[src/rtl/regfile_wb_arbiter_if.sv]
// ----------------------------------------------------------------------------
// regfile_wb_arbiter_if
//   Bundles the writeback arbiter's requester handshakes, load-issue
//   tracking, decode hazard query and register file write port.
//
//   Parameters:
//     DATA_WIDTH    - write data width
//     ADDRESS_WIDTH - register index width
//
//   Signal groups:
//     alu_valid/alu_rd/alu_data/alu_ready  ALU result handshake
//     mem_valid/mem_rd/mem_data/mem_ready  load result handshake
//     mem_issue/mem_issue_rd               load issued to memory
//     rs1/rs2 -> rs1_busy/rs2_busy         decode RAW hazard query
//     we/wr_addr/wr_data                   register file write port
//
//   Modports:
//     slave  - the arbiter
//     master - the execute/memory/decode stages and register file
// ----------------------------------------------------------------------------
interface regfile_wb_arbiter_if #(
    parameter int DATA_WIDTH    = 32,
    parameter int ADDRESS_WIDTH = 5
);
    logic                     alu_valid;
    logic [ADDRESS_WIDTH-1:0] alu_rd;
    logic [DATA_WIDTH-1:0]    alu_data;
    logic                     alu_ready;

    logic                     mem_valid;
    logic [ADDRESS_WIDTH-1:0] mem_rd;
    logic [DATA_WIDTH-1:0]    mem_data;
    logic                     mem_ready;

    logic                     mem_issue;
    logic [ADDRESS_WIDTH-1:0] mem_issue_rd;

    logic [ADDRESS_WIDTH-1:0] rs1;
    logic [ADDRESS_WIDTH-1:0] rs2;
    logic                     rs1_busy;
    logic                     rs2_busy;

    logic                     we;
    logic [ADDRESS_WIDTH-1:0] wr_addr;
    logic [DATA_WIDTH-1:0]    wr_data;

    modport slave (
        input  alu_valid, alu_rd, alu_data,
        output alu_ready,
        input  mem_valid, mem_rd, mem_data,
        output mem_ready,
        input  mem_issue, mem_issue_rd,
        input  rs1, rs2,
        output rs1_busy, rs2_busy,
        output we, wr_addr, wr_data
    );

    modport master (
        output alu_valid, alu_rd, alu_data,
        input  alu_ready,
        output mem_valid, mem_rd, mem_data,
        input  mem_ready,
        output mem_issue, mem_issue_rd,
        output rs1, rs2,
        input  rs1_busy, rs2_busy,
        input  we, wr_addr, wr_data
    );
endinterface

[src/rtl/regfile_wb_arbiter.sv]
// ----------------------------------------------------------------------------
// regfile_wb_arbiter
//   Shares the register file's single write port between the single-cycle
//   ALU result path and the multi-cycle load path, and keeps a pending bit
//   per register for in-flight loads so decode can stall on RAW hazards.
//
//   Parameters:
//     DATA_WIDTH    - write data width (default 32)
//     ADDRESS_WIDTH - register index width, 2**ADDRESS_WIDTH registers (5)
//     STARVE_LIMIT  - consecutive lost arbitration cycles before MEM is
//                     forced to win (3); only used with the guard enabled
//
//   Ports:
//     clk   - clock, all state updates on posedge
//     rst_n - synchronous active-low reset
//     bus   - regfile_wb_arbiter_if.slave (handshakes, issue tracking,
//             busy query, register file write port)
//
//   Build option:
//     REGFILE_WB_STARVE_GUARD_EN - when defined, a starvation counter forces
//     a MEM grant after STARVE_LIMIT lost cycles; otherwise ALU strictly
//     beats MEM.
// ----------------------------------------------------------------------------
module regfile_wb_arbiter #(
    parameter int DATA_WIDTH    = 32,
    parameter int ADDRESS_WIDTH = 5,
    parameter int STARVE_LIMIT  = 3
) (
    input logic                   clk,
    input logic                   rst_n,
    regfile_wb_arbiter_if.slave   bus
);

    localparam int NUM_REGS = 2 ** ADDRESS_WIDTH;

    logic                     mem_force;
    logic                     alu_grant;
    logic                     mem_grant;
    logic [ADDRESS_WIDTH-1:0] grant_rd;
    logic [DATA_WIDTH-1:0]    grant_data;
    logic [NUM_REGS-1:0]      pending;
    logic [NUM_REGS-1:0]      pending_next;

`ifdef REGFILE_WB_STARVE_GUARD_EN
    localparam int CNT_W = (STARVE_LIMIT > 0) ? $clog2(STARVE_LIMIT + 1) : 1;
    localparam logic [CNT_W-1:0] STARVE_MAX = CNT_W'(STARVE_LIMIT);

    logic [CNT_W-1:0] starve_cnt;

    assign mem_force = bus.mem_valid && (starve_cnt == STARVE_MAX);

    // Counts cycles MEM has been waiting; any cycle MEM is idle or served
    // restarts the count.
    always_ff @(posedge clk) begin
        if (!rst_n) begin
            starve_cnt <= '0;
        end else if (!bus.mem_valid || mem_grant) begin
            starve_cnt <= '0;
        end else if (starve_cnt != STARVE_MAX) begin
            starve_cnt <= starve_cnt + 1'b1;
        end
    end
`else
    assign mem_force = 1'b0;
`endif

    // Arbitration: ALU wins unless MEM is being forced after starvation.
    always_comb begin
        alu_grant     = rst_n && bus.alu_valid && !mem_force;
        mem_grant     = rst_n && bus.mem_valid && (!bus.alu_valid || mem_force);
        bus.alu_ready = alu_grant;
        bus.mem_ready = mem_grant;
        grant_rd      = mem_grant ? bus.mem_rd   : bus.alu_rd;
        grant_data    = mem_grant ? bus.mem_data : bus.alu_data;
    end

    // Output stage: x0 writes are accepted but never assert we.
    always_ff @(posedge clk) begin
        if (!rst_n) begin
            bus.we      <= 1'b0;
            bus.wr_addr <= '0;
            bus.wr_data <= '0;
        end else if (alu_grant || mem_grant) begin
            bus.we      <= (grant_rd != '0);
            bus.wr_addr <= grant_rd;
            bus.wr_data <= grant_data;
        end else begin
            bus.we      <= 1'b0;
        end
    end

    // Clear is applied before set so a new load to the same register
    // supersedes the one completing this cycle.
    always_comb begin
        pending_next = pending;
        if (mem_grant) begin
            pending_next[bus.mem_rd] = 1'b0;
        end
        if (bus.mem_issue && (bus.mem_issue_rd != '0)) begin
            pending_next[bus.mem_issue_rd] = 1'b1;
        end
    end

    always_ff @(posedge clk) begin
        if (!rst_n) begin
            pending <= '0;
        end else begin
            pending <= pending_next;
        end
    end

    // The output-stage term covers the cycle where the write is presented
    // but not yet committed in the register file.
    always_comb begin
        bus.rs1_busy = (bus.rs1 != '0) &&
                       (pending[bus.rs1] || (bus.we && (bus.wr_addr == bus.rs1)));
        bus.rs2_busy = (bus.rs2 != '0) &&
                       (pending[bus.rs2] || (bus.we && (bus.wr_addr == bus.rs2)));
    end

endmodule

[src/flat_wrapper.sv]
// flat-port wrapper written by rule: the top's interface ports become plain ports
module regfile_wb_arbiter_flat 
#(
    parameter int DATA_WIDTH    = 32,
    parameter int ADDRESS_WIDTH = 5,
    parameter int STARVE_LIMIT  = 3
)
  (clk, rst_n, bus_alu_valid, bus_alu_rd, bus_alu_data, bus_alu_ready, bus_mem_valid, bus_mem_rd, bus_mem_data, bus_mem_ready, bus_mem_issue, bus_mem_issue_rd, bus_rs1, bus_rs2, bus_rs1_busy, bus_rs2_busy, bus_we, bus_wr_addr, bus_wr_data);
  regfile_wb_arbiter_if #(.DATA_WIDTH(DATA_WIDTH), .ADDRESS_WIDTH(ADDRESS_WIDTH)) bus_i ();
  input logic clk;
  input logic rst_n;
  input wire logic [$bits(bus_i.alu_valid)-1:0] bus_alu_valid;
  input wire logic [$bits(bus_i.alu_rd)-1:0] bus_alu_rd;
  input wire logic [$bits(bus_i.alu_data)-1:0] bus_alu_data;
  output wire logic [$bits(bus_i.alu_ready)-1:0] bus_alu_ready;
  input wire logic [$bits(bus_i.mem_valid)-1:0] bus_mem_valid;
  input wire logic [$bits(bus_i.mem_rd)-1:0] bus_mem_rd;
  input wire logic [$bits(bus_i.mem_data)-1:0] bus_mem_data;
  output wire logic [$bits(bus_i.mem_ready)-1:0] bus_mem_ready;
  input wire logic [$bits(bus_i.mem_issue)-1:0] bus_mem_issue;
  input wire logic [$bits(bus_i.mem_issue_rd)-1:0] bus_mem_issue_rd;
  input wire logic [$bits(bus_i.rs1)-1:0] bus_rs1;
  input wire logic [$bits(bus_i.rs2)-1:0] bus_rs2;
  output wire logic [$bits(bus_i.rs1_busy)-1:0] bus_rs1_busy;
  output wire logic [$bits(bus_i.rs2_busy)-1:0] bus_rs2_busy;
  output wire logic [$bits(bus_i.we)-1:0] bus_we;
  output wire logic [$bits(bus_i.wr_addr)-1:0] bus_wr_addr;
  output wire logic [$bits(bus_i.wr_data)-1:0] bus_wr_data;
  assign bus_i.alu_valid = bus_alu_valid;
  assign bus_i.alu_rd = bus_alu_rd;
  assign bus_i.alu_data = bus_alu_data;
  assign bus_alu_ready = bus_i.alu_ready;
  assign bus_i.mem_valid = bus_mem_valid;
  assign bus_i.mem_rd = bus_mem_rd;
  assign bus_i.mem_data = bus_mem_data;
  assign bus_mem_ready = bus_i.mem_ready;
  assign bus_i.mem_issue = bus_mem_issue;
  assign bus_i.mem_issue_rd = bus_mem_issue_rd;
  assign bus_i.rs1 = bus_rs1;
  assign bus_i.rs2 = bus_rs2;
  assign bus_rs1_busy = bus_i.rs1_busy;
  assign bus_rs2_busy = bus_i.rs2_busy;
  assign bus_we = bus_i.we;
  assign bus_wr_addr = bus_i.wr_addr;
  assign bus_wr_data = bus_i.wr_data;
  regfile_wb_arbiter #(.DATA_WIDTH(DATA_WIDTH), .ADDRESS_WIDTH(ADDRESS_WIDTH), .STARVE_LIMIT(STARVE_LIMIT)) u_core (.clk(clk), .rst_n(rst_n), .bus(bus_i));
endmodule
[config.mk]
export PLATFORM = sky130hd
export DESIGN_NAME = regfile_wb_arbiter_flat
export DESIGN_NICKNAME = d
export VERILOG_FILES = /design/src/rtl/regfile_wb_arbiter_if.sv /design/src/rtl/regfile_wb_arbiter.sv /design/src/flat_wrapper.sv
export SDC_FILE = /design/constraint.sdc
export NUM_CORES = 1
export LEC_CHECK = 0
export ABC_AREA = 1
export BUFFER_PORTS_ARGS = -buffer_cell sky130_fd_sc_hd__buf_2
export CAP_MARGIN = 25
export CORE_MARGIN = 2
export CORE_UTILIZATION = 29
export CTS_CLUSTER_SIZE = 40
export DETAILED_ROUTE_END_ITERATION = 16
export GPL_TIMING_DRIVEN = 1
export PLACE_DENSITY_LB_ADDON = 0.15
export SLEW_MARGIN = 20
export SYNTH_ARGS = -nofsm -noshare
export SYNTH_HDL_FRONTEND = slang
export SYNTH_SLANG_ARGS = --single-unit
[constraint.sdc]
create_clock -name clk -period 5.4 [get_ports clk]
set_input_delay 1.62 -clock clk [delete_from_list [all_inputs] [get_ports clk]]
set_output_delay 1.62 -clock clk [all_outputs]
set_load 0.005 [all_outputs]
-- After elaboration in Yosys (flattened, before gate mapping)
Cells that the tools add are included.
- equality and inequality tests: 2
- $lt $le $gt $ge: 6
- bitwise gates (word level): 3
- reduce and logical (&&, ||, !) cells: 19
- multiplexer cells: 12
- operators with widths (cell ; number):
    32-bit two-way mux ; 3
    32-bit bitwise AND ; 1
    32-bit NOT ; 1
    32-bit bitwise OR ; 1
    5-bit by 6-bit < comparator with 1-bit output, second input constant ; 4
    5-bit nonzero test ; 4
    1-bit binary-select mux with 5-bit select ; 2
    1-bit demux with 5-bit select ; 2
    5-bit == test ; 2
    5-bit by 1-bit >= comparator with 1-bit output, second input constant ; 2
    1-bit logical AND ; 10
    5-bit two-way mux ; 1
    1-bit two-way mux ; 4
    1-bit logical OR ; 3
    2-bit AND reduction ; 1
    1-bit zero test ; 1
- output and inout port bits: 42
- flip-flop bits (word level): 70

-- Longest topological paths before layout
Gate-level depths: netlist (run 1).
- depth after elaboration: 9
- gate-level depth with buffers: 11

-- Least setup slack after synthesis (run 1)
OpenSTA, ideal clock, no wires.
- kind: input to output
- start point: in bus_rs2[1]
- end point: out bus_rs2_busy
- path slack: 1.301 ns
- buffers on the path: 2
- stages on the path: 11
- data required time: 3.780 ns
- arrival time: 2.479 ns
- cells stage by stage: buf_2 > inv_1 > buf_2 > a21oi_1 > o21ai_0 > nand3_1 > nand2_1 > nand3_1 > nand3_1 > nand2_1 > inv_1
- word-level cells in the longest chain between the ends: 4
- elaborated cells between the ends (all ways): 7
- those cells by class: eq/ne: 1; mux: 2; reduce/logical: 4
- ends and longest elaborated chain (element ; line ; RTL):
    start, declared ; flat_wrapper.sv:23 ; input wire logic [$bits(bus_i.rs2)-1:0] bus_rs2;
    1-bit binary-select mux with 5-bit select or 5-bit == test (tied branches) ; regfile_wb_arbiter.sv:118 ; (pending[bus.rs2] || (bus.we && (bus.wr_addr == bus.rs2)));
    1-bit two-way mux (implied by the code) or 1-bit logical AND (tied branches) ; regfile_wb_arbiter.sv:118 ;
    1-bit logical OR ; regfile_wb_arbiter.sv:118 ;
    1-bit logical AND (*) ; regfile_wb_arbiter.sv:117 ; bus.rs2_busy = (bus.rs2 != '0) &&
    end, declared ; flat_wrapper.sv:25 ; output wire logic [$bits(bus_i.rs2_busy)-1:0] bus_rs2_busy;
Mark *: on every way between the ends. The rest lies on a longest branch, timed or not. The select of a mux whose other input is x is not followed.

-- Worst setup path after layout (run 1)
- start point: in bus_rs2[0]
- end point: out bus_rs2_busy
Same word-level chain as after synthesis.

==> impl_metrics.py, run 1 <==
metrics = {
    "synth": {
        "synth_xor_area_frac": 0.002256,
        "synth_top_family_by_area": "simple AND/OR/NAND/NOR gates",
        "syn-num-nets": 705,
        "synth_compound_area_frac": 0.2059,
        "synthSimpleGateAreaFrac": 0.3187,
        "synth_edf_count": 0,
        "syn_area_per_cell_um2": 6.354,
        "postSynth.asyncResetShare": 0,
        "synth_fa_ha_area_frac": 0,
        "synth_seq_cells": 70,
        "syn_inst": 611,
        "synthMuxAreaShare": 0,
        "synth_area_um2": 3882,
        "ys_warn_count": 0,
        "ys_seq_area_frac": 0.3609,
        "ys_types": 26,
        "synthFlopType": "dfxtp_1",
    },
    "drt": {
        "first_pass_iters": 4,
        "via_count": 4481,
        "drt-total-wl_mm": 13.44,
        "drt_iter0_markers": 350,
        "wire_per_inst_um": 14.75,
        "vias_per_cell": 4.919,
        "antenna_left": 0,
        "drc": 0,
    },
    "cells_and_area": {
        "layout_common_cells": "135 x nand2_1, 135 x buf_2, 93 x nand3_1",
        "final_nets": 824,
        "finalNonFillerCells": 911,
        "drive_above_1_share": 0.2245,
        "diodes": 0,
        "fin_util": 0.3807,
        "stdcell_area_um2": 5001,
        "areaGrowthSynthToFinish_pct": 28.81,
    },
    "setup_path": {
        "rr_startpoint": "u_core.bus.wr_addr[2]",
        "worst-path-max-fanout": 22,
        "critPathLaunch": "bus_rs2[0]",
        "required_ns": 3.78,
        "worst_r2r_endpoint": "u_core.bus.wr_addr[2]",
        "worst-r2r-cell-count": 4,
        "critical_path_class": "in -> out",
        "r2r_setup_slack_ns": 4.61,
        "critPathLaunchType": "primary input",
        "end_kind": "primary output",
        "arrival_ns": 3.11,
        "cp-endpoint": "bus_rs2_busy",
    },
    "grt": {
        "antenna_found_initial": 0,
        "track_usage": 0.1895,
        "grt.overflow.total": 0,
        "grt_pass1_vias": 4281,
        "grt_max_degree": 43,
        "grt_pass1_wl_mm": 21.68,
    },
    "die": {
        "dieHeight_um": 119.7,
        "io_pins": 136,
        "dieArea_um2": 14330,
        "start_util": 0.2955,
        "rows": 42,
        "die_w_um": 119.7,
        "core-area_um2": 13140,
    },
    "clock_tree": {
        "clk_latency_ns": 0.33,
        "clk_pin_slew_ns": 0.05,
        "cts_hold_buf": 0,
        "cts.sinks": 70,
        "cts_root_buffer": "clkbuf_16",
        "numCtsBuffers": 9,
        "cts_setup_buffers": 0,
        "h-tree-depth": 3,
        "cts_tree": "done",
        "post_cts_resized": 0,
        "cts_buffer_depth": 2,
    },
    "timing": {
        "max_freq_mhz": 211.4,
        "max_slew_margin": 0.3501,
        "skew_ns": 0,
        "setup_tns_ns": 0,
        "hold_viol": 0,
        "rsz0062_at_grt": "false",
        "post-route-min-period_ns": 4.731,
        "slew_viol_final": 0,
        "setup-violations-final": 0,
        "fin_crit_sh": 0.8761,
        "fin_ws_ns": 0.6689,
        "tightest_slew_ns": 0.9738,
    },
    "job": {
        "maxCapViolations": 0,
    },
    "worst_hold_path": {
        "hp-class": "reg -> reg",
        "min_from": "u_core.bus.wr_data[7]",
    },
    "placement": {
        "io_buffers": 135,
        "gp_congestion": 0.8508,
        "detailed_place_hpwl_mm": 9.999,
        "place_inst": 895,
        "pre_cts_slack_ns": 0.6742,
        "post_dp_cell_area_um2": 4666,
    },
    "run_status": {
        "status": "complete, no violations",
    },
    "power_and_ir_drop": {
        "pwr_density_cell_nw_per_um2": 291.5,
        "vdd_drop_max_uv": 148.6,
        "p_leak_nw": 2.372,
    },
}
[layer usage]
layer | share of wire | global-route usage | up-vias
met1 | 0.46 | 0.2469 | 2061
li1 | - | - | 2266
met5 | 0 | 0 | -
met4 | 0.014 | 0.07426 | 0
met2 | 0.46 | 0.2986 | 137
met3 | 0.072 | 0.05038 | 17
[cell families (layout without fill, tap and decap cells)]
kind of cell / count (synthesis) / count (layout)
buf+inv: 110 / 234
flops: 70 / 70
compound gates: 149 / 149
xor+xnor: 1 / 1
simple gates: 281 / 281
[worst min path at each step]
stage | depth (start not counted) | slack, ns | end
floorplan | 2 | 0.44 | u_core.pending[0]
global placement | 2 | 0.46 | u_core.bus.wr_data[1]
detailed placement | 2 | 0.47 | u_core.bus.wr_data[7]
CTS | 2 | 0.48 | u_core.bus.wr_data[18]
global route | 2 | 0.49 | u_core.bus.wr_data[4]
finish | 2 | 0.47 | u_core.bus.wr_data[7]
[sequential cells by signal, indices dropped and copies added (netlist names)]
| name | cells |
|---|---|
| u_core.pending | 32 |
| u_core.bus.wr_data | 32 |
| u_core.bus.we | 1 |
| u_core.bus.wr_addr | 5 |
[Yosys cell counts, types with 4 or more instances]
cell | n | area share
nor3_1 | 4 | 0.0052
nand4_1 | 4 | 0.0064
o21ai_0 | 67 | 0.086
nor2_1 | 37 | 0.036
o21ai_1 | 23 | 0.030
inv_2 | 4 | 0.0039
a21oi_1 | 36 | 0.046
buf_2 | 18 | 0.023
o211ai_1 | 16 | 0.031
o22ai_1 | 5 | 0.0081
nand2_1 | 135 | 0.13
dfxtp_1 | 70 | 0.36
inv_1 | 75 | 0.073
clkbuf_1 | 10 | 0.0097
nand3_1 | 93 | 0.12
[final cells by class]
| class | instances | area, µm² |
|---|---|---|
| Clock buffer | 13 | 270.3 |
| Sequential cell | 70 | 1401 |
| Timing Repair Buffer | 138 | 698.2 |
| Clock inverter | 3 | 65.06 |
| Multi-Input combinational cell | 431 | 2046 |
| Fill cell | 1511 | 8137 |
| Inverter | 80 | 300.3 |
| Tap cell | 176 | 220.2 |
[critical path, stage by stage]
cell     delay, ns
buf_2         0.33
inv_1         0.34
nand2_1       0.15
nand3_1       0.07
nand3_1       0.13
nand3_1       0.08
nand2_1       0.07
inv_1         0.05
nand3_1       0.07
nand2_1       0.05
inv_1         0.04
buf_2         0.10
[per-stage QoR]
step	hold slack, ns	power (W)
floorplan	0.4417	0.0007030
global placement	0.4628	0.0008088
detailed placement	0.4686	0.0008104
CTS	0.4781	0.001474
global route	0.4880	0.001530
finish	0.4738	0.001458
[report_power, final]
part / internal (W) / switching [W] / leakage [nW]
clock: 0.000441 / 0.000217 / 0.166
sequential: 0.000550 / 0.0000194 / 0.576
combinational: 0.0000909 / 0.000139 / 1.63
total: 0.00108 / 0.000376 / 2.37
Note: power is estimated with default switching activity, not from simulation.
==> inputs of run 2 (changes only) <==
--- a/config.mk
+++ b/config.mk
@@ -5,7 +5,6 @@
 export SDC_FILE = /design/constraint.sdc
 export NUM_CORES = 1
 export LEC_CHECK = 0
-export ABC_AREA = 1
 export BUFFER_PORTS_ARGS = -buffer_cell sky130_fd_sc_hd__buf_2
 export CAP_MARGIN = 25
 export CORE_MARGIN = 2
==> impl_metrics.py, run 2 <==
metrics = {
    "run_status": {
        "status": "complete, no violations",
    },
    "clock_tree": {
        "clk_latency_ns": 0.33,
        "cts_setup_buffers": 0,
        "cts.sinks": 70,
        "post_cts_resized": 0,
        "cts_tree": "done",
        "clk_pin_slew_ns": 0.06,
        "numCtsBuffers": 9,
        "cts_hold_buf": 0,
        "cts_buffer_depth": 2,
        "h-tree-depth": 3,
        "cts_root_buffer": "clkbuf_16",
    },
    "grt": {
        "grt_pass1_vias": 3429,
        "grt.overflow.total": 0,
        "grt_pass1_wl_mm": 18.29,
        "grt_max_degree": 71,
        "antenna_found_initial": 3,
        "track_usage": 0.1645,
    },
    "synth": {
        "ys_top_cells_by_count": "70 x dfxtp_1, 70 x nand2_1, 45 x mux2i_1",
        "synth_largest_area_cell": "dfxtp_1",
        "ys_warn_count": 0,
        "synth_seq_cells": 70,
        "ys_types": 38,
        "synth_edf_count": 0,
        "syn_area_per_cell_um2": 9.196,
        "synth_top_cell_area_share": 0.3602,
        "syn-num-nets": 517,
        "synth_area_um2": 3890,
        "syn_inst": 423,
        "ys_seq_area_frac": 0.3602,
        "synth_area_leaders": "dfxtp_1 36%, mux2i_1 12%, o211a_1 9.5%",
        "synthFlopType": "dfxtp_1",
        "postSynth.asyncResetShare": 0,
    },
    "placement": {
        "gp_congestion": 0.7928,
        "detailed_place_hpwl_mm": 8.699,
        "io_buffers": 135,
    },
    "timing": {
        "max_slew_margin": 0.4960,
        "rsz0062_at_grt": "false",
        "skew_ns": 0,
        "hold_viol": 0,
        "max_freq_mhz": 206.3,
        "setup_tns_ns": 0,
        "tightest_slew_ns": 0.7544,
        "slew_viol_final": 0,
        "post-route-min-period_ns": 4.846,
        "fin_crit_sh": 0.8975,
        "setup-violations-final": 0,
    },
    "die": {
        "start_util": 0.2949,
        "rows": 42,
        "io_pins": 136,
        "dieHeight_um": 119.8,
        "die_w_um": 119.8,
        "core-area_um2": 13190,
        "dieArea_um2": 14360,
    },
    "setup_path": {
        "critical_path_class": "in -> out",
        "critPathLaunch": "bus_rs2[0]",
        "critPathLaunchType": "primary input",
        "required_ns": 3.78,
        "worst-path-max-fanout": 10,
        "arrival_ns": 3.23,
        "rr_startpoint": "u_core.bus.wr_addr[0]",
        "end_kind": "primary output",
    },
    "power_and_ir_drop": {
        "p_leak_nw": 2.379,
        "pwr_density_cell_nw_per_um2": 262.0,
        "vdd_drop_max_uv": 157.7,
    },
    "drt": {
        "antenna_left": 0,
        "drt-total-wl_mm": 11.76,
        "drt_iter0_markers": 209,
        "drc": 0,
        "wire_per_inst_um": 16.37,
        "via_count": 3510,
        "vias_per_cell": 4.889,
        "first_pass_iters": 6,
    },
    "cells_and_area": {
        "multi_input_area_um2": 2331,
        "mostFrequentLayoutCell": "buf_2",
        "final_nets": 630,
        "areaGrowthSynthToFinish_pct": 26.95,
        "fin_util": 0.3744,
        "fillers": 1353,
        "regArea_um2": 1401,
        "reg_top3": "u_core.bus.wr_data x32, u_core.pending x32, u_core.bus.wr_addr x5",
        "layout_common_cells": "135 x buf_2, 70 x nand2_1, 70 x dfxtp_1",
        "drive_above_1_share": 0.3124,
    },
    "job": {
        "maxCapViolations": 0,
    },
    "worst_hold_path": {
        "hp-class": "reg -> reg",
        "min_from": "u_core.pending[0]",
    },
}
[run 2: changes by cell type in the layout (fill, tap and decap cells not counted), sizes merged, moves of 37 or more]
cell / previous run / this run
nand3: 94 / 8
inv: 79 / 1
nand2: 135 / 70
o21ai: 91 / 38
mux2i: 0 / 45
o211a: 0 / 37
[run 2: power breakdown]
group	internal, W	switching [W]
clock	0.000321	0.000220
combinational	0.0000969	0.0000988
sequential	0.000541	0.0000160
total	0.000959	0.000335
[run 2: worst paths after layout]
check / end / slack, ns / cells after the start
min: u_core.pending[0] / 0.50 / 1
min reg2reg: u_core.pending[0] / 0.50 / 1
max: bus_rs2_busy / 0.55 / 6
max reg2reg: u_core.bus.wr_addr[0] / 4.56 / 3
[run 2: cell families after synthesis]
family / after synthesis / synth area share
AO/OA/AOI/OAI: 118 / 0.2248
AND/OR/NAND/NOR: 127 / 0.1492
flip-flops: 70 / 0.3602
XOR/XNOR: 10 / 0.02252
multiplexers: 61 / 0.2026
buffers and inverters: 37 / 0.04053
[run 2: cell type report]
type,count,area share
tap,176,0.04459
clock inverter,4,0.004560
inverter,1,0.0007601
timing repair buffer,138,0.1439
clock buffer,12,0.04991
multi-input combinational,316,0.4720
sequential,70,0.2838
antenna,1,0.0005067
[run 2: per-stage QoR]
step	instance area, µm²	setup slack (ns)	cells	hold WS, ns	total power, W
floorplan	3890	0.9487	423	0.4615	0.0006829
global placement	4647	0.5202	700	0.4867	0.0007617
detailed placement	4667	0.5351	701	0.4938	0.0007660
CTS	4936	0.5301	717	0.5014	0.001313
global route	4936	0.4685	717	0.5304	0.001355
finish	4938	0.5536	718	0.4984	0.001294
[run 2: worst max-delay path: stages]
cell	delay, ns
buf_2	0.29
mux4_2	0.54
mux2_2	0.27
a211oi_1	0.27
o31ai_1	0.09
buf_2	0.14
[run 2: routing by layer]
metal	vias to the layer above	share of wire	global-route usage
met5	-	0.0019	0
met4	4	0.011	0.05074
met3	12	0.067	0.04848
met2	97	0.47	0.2704
met1	1638	0.45	0.2082
li1	1759	-	-
